`config.mk`:
```
export PLATFORM = sky130hd
export DESIGN_NAME = mc_ctrl_flat
export DESIGN_NICKNAME = d
export VERILOG_FILES = /design/src/rtl/mc_ctrl_if.sv /design/src/rtl/mc_ctrl.sv /design/src/flat_wrapper.sv
export SDC_FILE = /design/constraint.sdc
export NUM_CORES = 1
export LEC_CHECK = 0
export ABC_AREA = 1
export CAP_MARGIN = 20
export CORE_ASPECT_RATIO = 0.5
export CORE_MARGIN = 8
export CORE_UTILIZATION = 25
export DETAILED_ROUTE_END_ITERATION = 12
export HOLD_SLACK_MARGIN = 0.05
export PLACE_DENSITY_LB_ADDON = 0.12
export SLEW_MARGIN = 20
export SYNTH_ARGS = -nofsm -noshare
export SYNTH_HDL_FRONTEND = slang
export SYNTH_SLANG_ARGS = --single-unit
```
`constraint.sdc`:
```
create_clock -name clk -period 1.6 [get_ports clk]
set_input_delay 0.16 -clock clk [delete_from_list [all_inputs] [get_ports clk]]
set_output_delay 0.16 -clock clk [all_outputs]
set_load 0.01 [all_outputs]
```
`src/rtl/mc_ctrl_if.sv`:
```
// mc_ctrl_if: bus between the multi-cycle control FSM and the MIPS datapath.
// Ports: decode inputs (opcode/funct/br_taken/mem_ack) and all control strobes.
interface mc_ctrl_if #(
    parameter int ALU_OP_W = 4
);
    logic [5:0]          opcode;
    logic [5:0]          funct;
    logic                br_taken;
    logic                mem_ack;
    logic                ir_we;
    logic                pc_we;
    logic [1:0]          pc_src;
    logic                grf_we;
    logic [1:0]          grf_wsel;
    logic [1:0]          grf_dsel;
    logic                alu_srcb;
    logic                imm_sext;
    logic [ALU_OP_W-1:0] alu_op;
    logic                mem_req;
    logic                mem_we;
    logic                instr_done;
    logic [1:0]          err;
    logic [2:0]          state;
    logic [31:0]         cycle_cnt;
    logic [31:0]         instr_cnt;

    modport master (
        input  opcode, funct, br_taken, mem_ack,
        output ir_we, pc_we, pc_src, grf_we, grf_wsel, grf_dsel,
        output alu_srcb, imm_sext, alu_op, mem_req, mem_we,
        output instr_done, err, state, cycle_cnt, instr_cnt
    );

    modport slave (
        output opcode, funct, br_taken, mem_ack,
        input  ir_we, pc_we, pc_src, grf_we, grf_wsel, grf_dsel,
        input  alu_srcb, imm_sext, alu_op, mem_req, mem_we,
        input  instr_done, err, state, cycle_cnt, instr_cnt
    );
endinterface

```
`src/rtl/mc_ctrl.sv`:
```
// mc_ctrl: multi-cycle MIPS control FSM (FETCH/DECODE/EXEC/MEM/WB/ERR).
// Ports: clk, reset (async active-low), bus (mc_ctrl_if.master).
// Optional MC_PERF_CNT_EN enables the cycle/instruction counters.
module mc_ctrl #(
    parameter int MEM_TIMEOUT = 15,
    parameter int ALU_OP_W    = 4
) (
    input  logic       clk,
    input  logic       reset,
    mc_ctrl_if.master  bus
);
    typedef enum logic [2:0] {
        FETCH  = 3'd0,
        DECODE = 3'd1,
        EXEC   = 3'd2,
        MEM    = 3'd3,
        WB     = 3'd4,
        ERR    = 3'd5
    } state_t;

    localparam logic [7:0] TMO_LAST = 8'(MEM_TIMEOUT - 1);

    state_t     r_state;
    logic [7:0] r_wait;
    logic [1:0] r_err;

    logic w_rt, w_addu, w_subu, w_jr, w_nop;
    logic w_ori, w_lui, w_lw, w_sw, w_beq, w_j, w_jal;
    logic w_alu, w_mem, w_ctl;
    logic w_srcb, w_sext;
    logic [ALU_OP_W-1:0] w_aluop;
    logic w_done;

    assign w_rt   = (bus.opcode == 6'h00);
    assign w_addu = w_rt && (bus.funct == 6'h21);
    assign w_subu = w_rt && (bus.funct == 6'h23);
    assign w_jr   = w_rt && (bus.funct == 6'h08);
    assign w_nop  = w_rt && (bus.funct == 6'h00);
    assign w_ori  = (bus.opcode == 6'h0d);
    assign w_lui  = (bus.opcode == 6'h0f);
    assign w_lw   = (bus.opcode == 6'h23);
    assign w_sw   = (bus.opcode == 6'h2b);
    assign w_beq  = (bus.opcode == 6'h04);
    assign w_j    = (bus.opcode == 6'h02);
    assign w_jal  = (bus.opcode == 6'h03);

    assign w_alu = w_addu | w_subu | w_nop | w_ori | w_lui;
    assign w_mem = w_lw | w_sw;
    assign w_ctl = w_j | w_jal | w_jr | w_beq;

    assign w_srcb = w_ori | w_lui | w_mem;
    assign w_sext = w_mem;

    always_comb begin
        w_aluop = ALU_OP_W'(0);
        if (w_subu) w_aluop = ALU_OP_W'(1);
        if (w_ori)  w_aluop = ALU_OP_W'(2);
        if (w_lui)  w_aluop = ALU_OP_W'(3);
    end

    always_ff @(posedge clk or negedge reset) begin
        if (!reset) begin
            r_state <= FETCH;
            r_wait  <= 8'd0;
            r_err   <= 2'd0;
        end else begin
            unique case (r_state)
                FETCH:  r_state <= DECODE;
                DECODE: begin
                    if (w_ctl) begin
                        r_state <= FETCH;
                    end else if (w_alu || w_mem) begin
                        r_state <= EXEC;
                    end else begin
                        r_state <= ERR;
                        r_err   <= 2'd1;
                    end
                end
                EXEC: begin
                    if (w_mem) begin
                        r_state <= MEM;
                        r_wait  <= 8'd0;
                    end else begin
                        r_state <= WB;
                    end
                end
                MEM: begin
                    if (bus.mem_ack) begin
                        r_state <= w_sw ? FETCH : WB;
                    end else if (r_wait == TMO_LAST) begin
                        r_state <= ERR;
                        r_err   <= 2'd2;
                    end else begin
                        r_wait <= r_wait + 8'd1;
                    end
                end
                WB:     r_state <= FETCH;
                ERR:    r_state <= ERR;
                default: r_state <= ERR;
            endcase
        end
    end

    // Strobes decode straight from state so a same-cycle mem_ack
    // and an asserted reset both take effect without a clock edge.
    always_comb begin
        bus.ir_we    = 1'b0;
        bus.pc_we    = 1'b0;
        bus.pc_src   = 2'd0;
        bus.grf_we   = 1'b0;
        bus.grf_wsel = 2'd0;
        bus.grf_dsel = 2'd0;
        bus.alu_srcb = 1'b0;
        bus.imm_sext = 1'b0;
        bus.alu_op   = ALU_OP_W'(0);
        bus.mem_req  = 1'b0;
        bus.mem_we   = 1'b0;
        w_done       = 1'b0;
        if (reset) begin
            unique case (r_state)
                FETCH: bus.ir_we = 1'b1;
                DECODE: begin
                    unique case (1'b1)
                        w_j: begin
                            bus.pc_we  = 1'b1;
                            bus.pc_src = 2'd2;
                            w_done     = 1'b1;
                        end
                        w_jal: begin
                            bus.pc_we    = 1'b1;
                            bus.pc_src   = 2'd2;
                            bus.grf_we   = 1'b1;
                            bus.grf_wsel = 2'd2;
                            bus.grf_dsel = 2'd2;
                            w_done       = 1'b1;
                        end
                        w_jr: begin
                            bus.pc_we  = 1'b1;
                            bus.pc_src = 2'd3;
                            w_done     = 1'b1;
                        end
                        w_beq: begin
                            bus.pc_we  = 1'b1;
                            bus.pc_src = bus.br_taken ? 2'd1 : 2'd0;
                            w_done     = 1'b1;
                        end
                        default: ;
                    endcase
                end
                EXEC: begin
                    bus.alu_srcb = w_srcb;
                    bus.imm_sext = w_sext;
                    bus.alu_op   = w_aluop;
                end
                MEM: begin
                    bus.alu_srcb = w_srcb;
                    bus.imm_sext = w_sext;
                    bus.alu_op   = w_aluop;
                    bus.mem_req  = 1'b1;
                    bus.mem_we   = w_sw;
                    if (bus.mem_ack && w_sw) begin
                        bus.pc_we = 1'b1;
                        w_done    = 1'b1;
                    end
                end
                WB: begin
                    bus.alu_srcb = w_srcb;
                    bus.imm_sext = w_sext;
                    bus.alu_op   = w_aluop;
                    // sll $0 is the nop: no register write.
                    bus.grf_we   = !w_nop;
                    bus.grf_wsel = w_rt ? 2'd0 : 2'd1;
                    bus.grf_dsel = w_lw ? 2'd1 : 2'd0;
                    bus.pc_we    = 1'b1;
                    w_done       = 1'b1;
                end
                default: ;
            endcase
        end
    end

    assign bus.instr_done = w_done;
    assign bus.err        = r_err;
    assign bus.state      = r_state;

`ifdef MC_PERF_CNT_EN
    logic [31:0] r_cyc;
    logic [31:0] r_icnt;

    always_ff @(posedge clk or negedge reset) begin
        if (!reset) begin
            r_cyc  <= 32'd0;
            r_icnt <= 32'd0;
        end else begin
            if (r_state != ERR) r_cyc <= r_cyc + 32'd1;
            if (w_done) r_icnt <= r_icnt + 32'd1;
        end
    end

    assign bus.cycle_cnt = r_cyc;
    assign bus.instr_cnt = r_icnt;
`else
    assign bus.cycle_cnt = 32'd0;
    assign bus.instr_cnt = 32'd0;
`endif
endmodule

```
`src/flat_wrapper.sv`:
```
// flat-port wrapper written by rule: the top's interface ports become plain ports
module mc_ctrl_flat 
#(
    parameter int MEM_TIMEOUT = 15,
    parameter int ALU_OP_W    = 4
)
  (clk, reset, bus_opcode, bus_funct, bus_br_taken, bus_mem_ack, bus_ir_we, bus_pc_we, bus_pc_src, bus_grf_we, bus_grf_wsel, bus_grf_dsel, bus_alu_srcb, bus_imm_sext, bus_alu_op, bus_mem_req, bus_mem_we, bus_instr_done, bus_err, bus_state, bus_cycle_cnt, bus_instr_cnt);
  mc_ctrl_if #(.ALU_OP_W(ALU_OP_W)) bus_i ();
  input  logic clk;
  input  logic reset;
  input wire logic [$bits(bus_i.opcode)-1:0] bus_opcode;
  input wire logic [$bits(bus_i.funct)-1:0] bus_funct;
  input wire logic [$bits(bus_i.br_taken)-1:0] bus_br_taken;
  input wire logic [$bits(bus_i.mem_ack)-1:0] bus_mem_ack;
  output wire logic [$bits(bus_i.ir_we)-1:0] bus_ir_we;
  output wire logic [$bits(bus_i.pc_we)-1:0] bus_pc_we;
  output wire logic [$bits(bus_i.pc_src)-1:0] bus_pc_src;
  output wire logic [$bits(bus_i.grf_we)-1:0] bus_grf_we;
  output wire logic [$bits(bus_i.grf_wsel)-1:0] bus_grf_wsel;
  output wire logic [$bits(bus_i.grf_dsel)-1:0] bus_grf_dsel;
  output wire logic [$bits(bus_i.alu_srcb)-1:0] bus_alu_srcb;
  output wire logic [$bits(bus_i.imm_sext)-1:0] bus_imm_sext;
  output wire logic [$bits(bus_i.alu_op)-1:0] bus_alu_op;
  output wire logic [$bits(bus_i.mem_req)-1:0] bus_mem_req;
  output wire logic [$bits(bus_i.mem_we)-1:0] bus_mem_we;
  output wire logic [$bits(bus_i.instr_done)-1:0] bus_instr_done;
  output wire logic [$bits(bus_i.err)-1:0] bus_err;
  output wire logic [$bits(bus_i.state)-1:0] bus_state;
  output wire logic [$bits(bus_i.cycle_cnt)-1:0] bus_cycle_cnt;
  output wire logic [$bits(bus_i.instr_cnt)-1:0] bus_instr_cnt;
  assign bus_i.opcode = bus_opcode;
  assign bus_i.funct = bus_funct;
  assign bus_i.br_taken = bus_br_taken;
  assign bus_i.mem_ack = bus_mem_ack;
  assign bus_ir_we = bus_i.ir_we;
  assign bus_pc_we = bus_i.pc_we;
  assign bus_pc_src = bus_i.pc_src;
  assign bus_grf_we = bus_i.grf_we;
  assign bus_grf_wsel = bus_i.grf_wsel;
  assign bus_grf_dsel = bus_i.grf_dsel;
  assign bus_alu_srcb = bus_i.alu_srcb;
  assign bus_imm_sext = bus_i.imm_sext;
  assign bus_alu_op = bus_i.alu_op;
  assign bus_mem_req = bus_i.mem_req;
  assign bus_mem_we = bus_i.mem_we;
  assign bus_instr_done = bus_i.instr_done;
  assign bus_err = bus_i.err;
  assign bus_state = bus_i.state;
  assign bus_cycle_cnt = bus_i.cycle_cnt;
  assign bus_instr_cnt = bus_i.instr_cnt;
  mc_ctrl #(.MEM_TIMEOUT(MEM_TIMEOUT), .ALU_OP_W(ALU_OP_W)) u_core (.clk(clk), .reset(reset), .bus(bus_i));
endmodule
```
==> impl_results.md, run 1 <==
* Status: finished clean
* Post-DP HPWL at 3800 um
* Final setup viols at 0
* Reg2reg end: u_core.r_wait[3]$_DFFE_PN0P_
* Peak VDD IR at 338 uV
* Lkg Pwr at 0.00130 uW
* CP max FO at 4
* Initial antenna violation count at 0
* Gr ovfl total at 0
* Synth area leader: buf_4
* Slowest cell on the critical path: dfrtp_1
* Synth top area share at 30.9%
* Clock transition at the registers of the reported paths at 0.04 ns
* Ant diodes at 0
* Cell Rows at 21
* Maximum Capacitance Violations at 0
* Routed WL at 4350 um
* Largest net degree at the start of global routing at 9
* Max stage delay on crit path at 0.38 ns
* Nature of the critical path startpoint: flop
* Setup WS pre-CTS at -0.605 ns
* Max H-tree Level at 1
* Max Root-Sink Buffers at 2
* Antenna viol nets, final at 0
* Root Buffer: clkbuf_16
* Layout area overhead at 42.3%
* Total Routing Usage GR at 8.78%
* Vias per cell at 3.68
* Initial DRC count at 23
* Required @ worst endpoint at 1.44 ns
* First-pass GRT wire length at 6890 um
* Final Slew Violations at 0
* Worst R2R Start: u_core.bus.state[1]$_DFFE_PN0P_
* CTS Hold Bufs at 0
* Skew final at 0.000792 ns
* # clock sinks at 13
* DRC viols at 0
* Final worst slack at 0.00534 ns
* Core area at 0.00654 mm2
* DIE AREA at 0.00962 mm2
* Ports at 103
* Maximum clock frequency at 627 MHz
* Crit path kind: flop to output port
* Final nets at 342
* Hold WC Path Type: input pin to async pin
* CTS tree: done
* Crit path DAT at 1.43 ns
* Tcrit/Tclk final at 99.7%
* Mapped Area at 0.00165 mm2
* PwrDens at 784 mW/mm2
* Commonest non-fill, non-tap cell in the layout: conb_1
* Height of the die at 73.5 um
* Vias in the first global route at 1588
* Gate Count Post-Synth at 234
* Sequential share of the synthesized area at 19.7%
* Fin. Hold Viols at 0
* Share of layout cells above drive strength 1 at 36.8%
* Routed via count at 1528
* Gp weighted congestion at 0.719
* Initial core utilization at 25.2%
* Fill cells at 732
* DRT Pass-1 Iters at 4
* RSZ-0062 raised after global routing: true
* CP Cell Sequence: inv_2, nand2_2, nor2_4, nand2_4, nor3_4, buf_4, buf_2
* Library cells used by synthesis at 33
* R2r setup slk at 0.05 ns
* Synth area leaders: buf_4, dfrtp_1, nand2_1, nor2_1, inv_1
* Commonest cells after routing, fill and taps aside: conb_1, buf_4, nand2_1
* TritonCTS buffer count at 3
* Synthesis-stage register bit count at 13
* Synth warn at 0
* Clock Latency Late Sink at 0.24 ns
* TNS Setup at 0 ns
* Die width at 131 um
* Mean routed wirelength per cell at 10.5 um
* Syn avg cell area at 7.06 um2
* PortBufs at 36
* Worst setup EP type: output port
* R2r worst-path depth at 7
* Min cycle time layout at 1.59 ns
[cells by family after synthesis]
kind of cell	after synthesis	synth area share [%]
compound gates	16	6.97
xor+xnor	5	2.65
fa+ha+maj	2	1.51
buf+inv	94	37.7
flops	13	19.7
other cells	1	0.227
simple gates	103	31.2
[through the flow]
| step | hold WS (ns) | std cells | power, uW | area (um2) | utilization, % |
|---|---|---|---|---|---|
| 2_1_floorplan | -0.136 | 299 | 929 | 1900 | - |
| 3_3_place_gp | 0.466 | 403 | 1260 | 2200 | 33.6 |
| 3_5_place_dp | 0.466 | 403 | 1260 | 2200 | 33.6 |
| 4_1_cts | 0.185 | 414 | 1770 | 2300 | 35.2 |
| 5_1_grt | 0.241 | 415 | 1980 | 2350 | 35.9 |
| 6_report | 0.197 | 415 | 1840 | 2350 | 35.9 |
[cell usage after synthesis, drive strengths merged]
cell type and number:
conb 1, buf 70, xor2 3, nand4 3, or2 2, clkinv 1
nor3b 1, o31ai 5, a31o 1, dfrtp 13, xnor2 2, ha 2
nor3 6, a211oi 1, o21ai 4, nor4 2, nand3b 1, nand2 44
nand3 15, nor2 29, a21oi 5, inv 23
[where the power goes]
| group | total, uW | internal [uW] | switching (uW) | leakage (uW) |
|---|---|---|---|---|
| combinational | 963 | 462 | 501 | 0.00109 |
| clock | 465 | 335 | 130 | 0.0000382 |
| sequential | 416 | 376 | 39.9 | 0.000171 |
[repair_timing]
action / 4_1_cts / 5_1_grt
buffers inserted: 7 / 1
pin swaps: 15 / 10
resized for setup: 85 / 24
endpoints found under the hold margin: 0 / 0
endpoints found under the setup margin: 21 / 28
[per-layer routing]
layer / track usage [%] / vias up / wire (um) / part of all wire (%)
met5: 0 / - / 0 / 0
li1: - / 784 / - / -
met3: 1.16 / 5 / 406 / 9.3
met4: 3.03 / 0 / 60 / 1.4
met2: 15.6 / 74 / 1940 / 45
met1: 10.7 / 665 / 1940 / 45
[final cells by class]
cell class	count	area [um2]	area share, %
Inverter	24	90.1	3.83
Tap cell	92	115	4.90
Clock buffer	4	78.8	3.35
Multi-Input combinational cell	192	1030	44.0
Sequential cell	13	328	13.9
Timing Repair Buffer	90	706	30.0
[worst max-delay path: cells and delay by family, from the launching register on]
family        cells  cell delay [ns]
flops             1             0.38
simple gates      4             0.47
buf+inv           3             0.34
[state kept, by name, indices dropped and copies added, names as in the netlist]
register,flops
u_core.r_wait,8
u_core.bus.err,2
u_core.bus.state,3
[how the worst max path moves through the flow]
stage                                          startpoint               to  slack [ns]
after detailed placement                    bus_opcode[4]   bus_instr_done       -0.61
after CTS                 u_core.bus.state[2]$_DFFE_PN0P_  bus_grf_dsel[1]       -0.06
after global placement                      bus_opcode[4]   bus_instr_done       -0.57
after global routing      u_core.bus.state[2]$_DFFE_PN0P_  bus_grf_dsel[1]       -0.09
final                     u_core.bus.state[2]$_DFFE_PN0P_  bus_grf_dsel[1]       0.005
after floorplan           u_core.bus.state[2]$_DFFE_PN0P_        bus_pc_we        0.07
(Power assumes the default switching activity.)
==> inputs of run 2 (changes only) <==
--- a/config.mk
+++ b/config.mk
@@ -5,7 +5,6 @@
 export SDC_FILE = /design/constraint.sdc
 export NUM_CORES = 1
 export LEC_CHECK = 0
-export ABC_AREA = 1
 export CAP_MARGIN = 20
 export CORE_ASPECT_RATIO = 0.5
 export CORE_MARGIN = 8
==> impl_results.md, run 2 <==
* Minimum hold slack at 0.142 ns (-0.0554 ns)
* Vias in the first global route at 1628 (+2.5%)
* Share of layout cells above drive strength 1 at 43.4% (+6.6 points)
* Die width at 129 um (-1.3%)
* Total Routing Usage GR at 10.1% (+1.4 points)
* Failing checks: negative setup slack
* Maximum clock frequency at 557 MHz (-11%)
* Area occupied by multi-input gates at 0.00119 mm2 (+16%)
* Fin cells at 378 (-8.9%)
* Synth cell count leaders: buf_4, nor2_1, dfrtp_1
* Gp weighted congestion at 0.809 (+12%)
* Hold WC Path Type: input pin to async pin
* TritonCTS buffer count at 3 (unchanged)
* Finished Core Util at 41.4% (+5.5 points)
* Mapped Area at 0.00160 mm2 (-3.0%)
* PortBufs at 36 (unchanged)
* CP max FO at 5 (+1)
* CTS Hold Bufs at 0 (unchanged)
* Post-DP HPWL at 4080 um (+7.5%)
* DRC viols at 0 (unchanged)
* DRT Pass-1 Iters at 2 (-2)
* Dominant synthesized flop cell: dfrtp_1
* Slowest cell on the critical path: dfrtp_2
* Min cycle time layout at 1.79 ns (+0.200 ns)
* Nature of the critical path startpoint: flop
* Root Buffer: clkbuf_16
* Initial core utilization at 26.1% (+0.88 points)
* Sequential Area at 328 um2 (unchanged)
* Fin. Hold Viols at 0 (unchanged)
* Final worst slack at -0.194 ns (-0.200 ns)
* Commonest cells after routing, fill and taps aside: conb_1, buf_4, buf_6
* Syn avg cell area at 8.05 um2 (+14%)
* Final Slew Violations at 0 (unchanged)
* Clock Latency Late Sink at 0.24 ns (about the same)
* Synthesis-stage register bit count at 13 (unchanged)
* Most common cell in the netlist: buf_4
* CTS tree: done
* Initial antenna violation count at 0 (unchanged)
* Skew final at 0.00152 ns (+0.000731 ns)
* Ant diodes at 0 (unchanged)
* Max Root-Sink Buffers at 2 (unchanged)
* Peak VDD IR at 480 uV (+42%)
* Fill cells at 663 (-9.4%)
* Lkg Pwr at 0.00122 uW (-6.7%)
* Crit path DAT at 1.63 ns (+0.20 ns)
* Design Power at 1180 uW (-36%)
* Required @ worst endpoint at 1.44 ns (about the same)
* Final setup viols at 23 (+23)
* Tcrit/Tclk final at 112% (+12 points)
* Synth warn at 0 (unchanged)
* Synth area leaders: buf_4, dfrtp_1, nor2_1, xor2_1, a21oi_1
* Core area at 0.00613 mm2 (-6.3%)
* Largest register FFs at 8 (unchanged)
* Layout area overhead at 58.6%
* Cell Rows at 20 (-4.8%)
* Crit path kind: flop to output port
* Gr ovfl total at 0 (unchanged)
* Worst setup EP type: output port
* Initial DRC count at 45 (+96%)
* Largest net degree at the start of global routing at 11 (+2)
* First-pass GRT wire length at 7850 um (+14%)
* Routed via count at 1524 (-0.26%)
* Area after DPL at 0.00215 mm2 (-1.9%)
* Routed WL at 5030 um (+16%)
* Synth area leader: buf_4
* Asr flop ratio synth at 100% (unchanged)
* Design area at 0.00254 mm2 (+8.0%)
* Height of the die at 72.6 um (-1.2%)
* Top reg by flops: u_core.r_wait
* RSZ-0062 raised after global routing: true
* DIE AREA at 0.00938 mm2 (-2.5%)
* Status: finished, violations left
* Dpl cells at 363 (-9.9%)
* Mean routed wirelength per cell at 13.3 um (+27%)
* Vias per cell at 4.03 (+9.5%)
* Ports at 103 (unchanged)
* Maximum Capacitance Violations at 0 (unchanged)
* Clock transition at the registers of the reported paths at 0.05 ns (about the same)
* # clock sinks at 13 (unchanged)
* Max stage delay on crit path at 0.46 ns (+0.08 ns)
* Post-synth EDFFs at 0 (unchanged)
* Commonest non-fill, non-tap cell in the layout: conb_1
* CP Cell Sequence: nor3b_4, nand3_4, nor3_4, buf_6, buf_6, buf_6
* Sequential share of the synthesized area at 20.3% (+0.62 points)
* Antenna viol nets, final at 0 (unchanged)
* Most frequent CP cell: buf_6
* Final nets at 309 (-9.6%)
* PwrDens at 466 mW/mm2 (-41%)
* Library cells used by synthesis at 50 (+52%)
* Gate Count Post-Synth at 199 (-15%)
* Synth top area share at 31.9% (+0.97 points)
* Max H-tree Level at 1 (unchanged)
run 2: cell count changes after synthesis, sizes merged, moves of 4 or more:
cell / previous run / this run
nand2: 44 / 6
nor2: 29 / 15
nand2b: 0 / 4
inv: 23 / 3
nand3: 15 / 3
run 2: stage by stage:
stage          setup TNS (ns)  setup slack (ns)
2_1_floorplan          -0.167            -0.126
3_3_place_gp           -12.61            -0.697
3_5_place_dp           -12.70            -0.738
4_1_cts                 -2.25            -0.256
5_1_grt                 -4.05            -0.267
6_report                -2.24            -0.194
run 2: logic make-up (layout without fill, tap and decap cells):
group	Yosys count	after routing	synth area share (%)
other	1	66	0.234
xor gates and xnor gates	6	6	3.28
DFF	13	13	20.3
buffers and inverters	77	103	34.5
adders and majority gates	2	2	1.56
and+or+nand+nor	69	69	26.2
AOI/OAI and AO/OA	31	31	14.0
run 2: power breakdown:
group	total, uW	internal (uW)	switching, uW	leakage, uW
Clock	467	336	131	0.0000382
Combinational	375	156	219	0.00101
Sequential	342	335	6.67	0.000165
run 2: metal layers:
| metal | share of wire, % | wire length, um | track usage [%] | vias up |
|---|---|---|---|---|
| li1 | - | - | - | 744 |
| met1 | 43 | 2140 | 12.1 | 711 |
| met2 | 49 | 2450 | 17.9 | 67 |
| met3 | 8.0 | 403 | 2.55 | 2 |
| met4 | 0.76 | 38 | 2.32 | 0 |
| met5 | 0 | 0 | 0 | - |
run 2: final timing paths:
path	slack [ns]	endpoint	cells past startpoint	start
min	0.14	u_core.bus.err[0]$_DFFE_PN0P_	2	reset
min in group clk	0.50	u_core.bus.err[0]$_DFFE_PN0P_	2	u_core.bus.err[0]$_DFFE_PN0P_
min reg2reg	0.50	u_core.bus.err[0]$_DFFE_PN0P_	2	u_core.bus.err[0]$_DFFE_PN0P_
max reg2reg	-0.14	u_core.r_wait[4]$_DFFE_PN0P_	8	u_core.bus.state[2]$_DFFE_PN0P_
max	-0.19	bus_grf_wsel[1]	6	u_core.bus.state[1]$_DFFE_PN0P_
max in group asynchronous	1.28	u_core.r_wait[6]$_DFFE_PN0P_	2	reset
run 2: worst max-delay path, delay by kind of cell, from the launching register on:
family	cells	cell delay (ns)
AND/OR/NAND/NOR	3	0.62
flip-flops	1	0.46
buffers and inverters	3	0.31
run 2: cell type report:
type	count	share of cell area, %
clock buffers	4	3.10
repair buffers	96	32.2
multi-input cells	174	47.0
flip-flops and latches	13	12.9
inverters	3	0.443
well taps	88	4.33
run 2: what timing repair did:
action | 4_1_cts | 5_1_grt
setup endpoints to repair | 30 | 30
cloned | 0 | 0
resized for setup | 104 | 48
buffers inserted | 6 | 7
pin swaps | 25 | 21
==> inputs of run 3 (changes only) <==
--- a/config.mk
+++ b/config.mk
@@ -7,11 +7,12 @@
 export LEC_CHECK = 0
 export CAP_MARGIN = 20
 export CORE_ASPECT_RATIO = 0.5
-export CORE_MARGIN = 8
+export CORE_MARGIN = 2
 export CORE_UTILIZATION = 25
 export DETAILED_ROUTE_END_ITERATION = 12
 export HOLD_SLACK_MARGIN = 0.05
 export PLACE_DENSITY_LB_ADDON = 0.12
+export SKIP_LAST_GASP = 1
 export SLEW_MARGIN = 20
 export SYNTH_ARGS = -nofsm -noshare
 export SYNTH_HDL_FRONTEND = slang
==> constraint.sdc (replaced) <==
create_clock -name clk -period 2.25 [get_ports clk]
set_input_delay 0.225 -clock clk [delete_from_list [all_inputs] [get_ports clk]]
set_output_delay 0.225 -clock clk [all_outputs]
set_load 0.01 [all_outputs]
==> impl_results.md, run 3 (synthesized netlist as in run 2, its figures left out) <==
* First-pass GRT wire length at 5740 um (-27%)
* Reg2reg end: u_core.bus.state[1]$_DFFE_PN0P_
* PwrDens at 380 mW/mm2 (-19%)
* Nature of the critical path startpoint: input pin
* Vias per cell at 4.02 (-0.21%)
* Vias in the first global route at 1251 (-23%)
* Max H-tree Level at 1 (unchanged)
* PortBufs at 36 (unchanged)
* Peak VDD IR at 203 uV (-58%)
* Gr ovfl total at 0 (unchanged)
* TNS Setup at 0 ns (+2.24 ns)
* Gp weighted congestion at 0.775 (-4.2%)
* Ports at 103 (unchanged)
* # clock sinks at 13 (unchanged)
* Worst R2R Start: u_core.r_wait[0]$_DFFE_PN0P_
* Antenna viol nets, final at 0 (unchanged)
* Fill cells at 662 (-0.15%)
* Ant diodes at 0 (unchanged)
* Commonest non-fill, non-tap cell in the layout: conb_1
* R2r worst-path depth at 6 (-2)
* Maximum Capacitance Violations at 0 (unchanged)
* Number of buffers added for setup after CTS at 0 (-6)
* Crit path DAT at 1.92 ns (+0.29 ns)
* RSZ-0062 raised after global routing: false
* Final Slew Violations at 0 (unchanged)
* Maximum clock frequency at 465 MHz
* DIE AREA at 0.00710 mm2 (-24%)
* Routed WL at 3780 um (-25%)
* Fin. Hold Viols at 0 (unchanged)
* Worst setup startpoint: bus_opcode[2]
* Core area at 0.00613 mm2 (unchanged)
* Post-DP HPWL at 3120 um (-24%)
* DRC viols at 0 (unchanged)
* Initial DRC count at 36 (-20%)
* Root Buffer: clkbuf_16
* Total Routing Usage GR at 10.6% (+0.52 points)
* Initial core utilization at 26.1% (unchanged)
* Skew final at 0.00138 ns (-0.000145 ns)
* Status: finished clean
* Cell Rows at 20 (unchanged)
* Commonest cells after routing, fill and taps aside: conb_1, buf_4, clkdlybuf4s50_1
* Final nets at 275 (-11%)
* Max Root-Sink Buffers at 2 (unchanged)
* Clock transition at the registers of the reported paths at 0.05 ns (about the same)
* Minimum hold slack at 0.0898 ns (-0.0520 ns)
* Crit path kind: input pin to output port
* Layout area overhead at 30.2%
* Top reg by flops: u_core.r_wait
* R2r setup slk at 0.39 ns (+0.53 ns)
* Hold WC Path Type: input pin to async pin
* Height of the die at 60.6 um (-17%)
* CP max FO at 7 (+2)
* Routed via count at 1384 (-9.2%)
* Min cycle time layout at 2.15 ns
* Mean routed wirelength per cell at 11.0 um (-17%)
* Initial antenna violation count at 0 (unchanged)
* CP Capture Point: bus_grf_dsel[0]
* Required @ worst endpoint at 2.03 ns (+0.59 ns)
* Tcrit/Tclk final at 95.5%
* CTS tree: done
* Finished Core Util at 34.0% (-7.4 points)
* Largest register FFs at 8 (unchanged)
* TritonCTS buffer count at 3 (unchanged)
* Share of layout cells above drive strength 1 at 18.0% (-25 points)
* Largest net degree at the start of global routing at 15 (+4)
* Die width at 117 um (-9.3%)
* DRT Pass-1 Iters at 4 (+2)
* Lkg Pwr at 0.00103 uW (-16%)
* Final setup viols at 0 (-100%)
* Clock Latency Late Sink at 0.24 ns (about the same)
* Worst setup EP type: output port
==> run 3: cell count changes in the layout (fill, tap and decap cells not counted), sizes merged <==
cell           previous run  this run
dlymetal6s2s              1         3
buf                      76        26
clkbuf                    6         4
dlygate4sd2               7         9
clkdlybuf4s50            10        24
==> run 3: metrics by stage <==
step | cell area, um2 | total power, uW | instances | worst slack, ns
6_report | 2080 | 791 | 344 | 0.100
5_1_grt | 2080 | 831 | 344 | 0.000737
4_1_cts | 2070 | 797 | 344 | 0.0423
3_5_place_dp | 1970 | 450 | 340 | -0.234
3_3_place_gp | 1970 | 450 | 340 | -0.231
2_1_floorplan | 1850 | 439 | 264 | 0.491
==> run 3: cell type report <==
class	count	area [um2]	area share, %
clock buffers	4	78.8	3.78
inverters	3	11.3	0.540
multi-input cells	174	1010	48.3
flip-flops and latches	13	327	15.7
well taps	88	110	5.28
repair buffers	62	552	26.5
==> run 3: timing repair <==
action	4_1_cts	5_1_grt
setup endpoints to repair	12	8
pin swaps	2	2
hold buffers	0	0
resized for setup	16	5
==> run 3: how the worst min path moves through the flow <==
stage               slack [ns]                               to                          start
finish                    0.09  u_core.bus.state[0]$_DFFE_PN0P_                          reset
global route              0.14     u_core.r_wait[7]$_DFFE_PN0P_                          reset
CTS                       0.50  u_core.bus.state[0]$_DFFE_PN0P_                          reset
detailed placement        0.50    u_core.bus.err[1]$_DFFE_PN0P_  u_core.bus.err[1]$_DFFE_PN0P_
global placement          0.48    u_core.bus.err[1]$_DFFE_PN0P_  u_core.bus.err[1]$_DFFE_PN0P_
floorplan                -0.07    u_core.bus.err[0]$_DFFE_PN0P_                          reset
==> run 3: worst max-delay path: stages <==
cell and delay (ns):
dlygate4sd2_1 0.31, nand4b_1 0.23, or2_1 0.29, buf_4 0.16, nor3_1 0.16, clkdlybuf4s50_1 0.56
==> run 3: power breakdown <==
part           internal, uW  switching, uW  leakage, uW
Clock                   240            105    0.0000382
Combinational          79.8            124     0.000824
Sequential              238           4.95     0.000165
==> run 3: metal layers <==
layer  global-route usage [%]  up-vias  routed length [um]
met5                        0        -                   0
met4                     4.20        0                  82
met3                     2.80        8                 322
met2                     17.3       82                1640
met1                     13.8      618                1740
li1                         -      676                   -
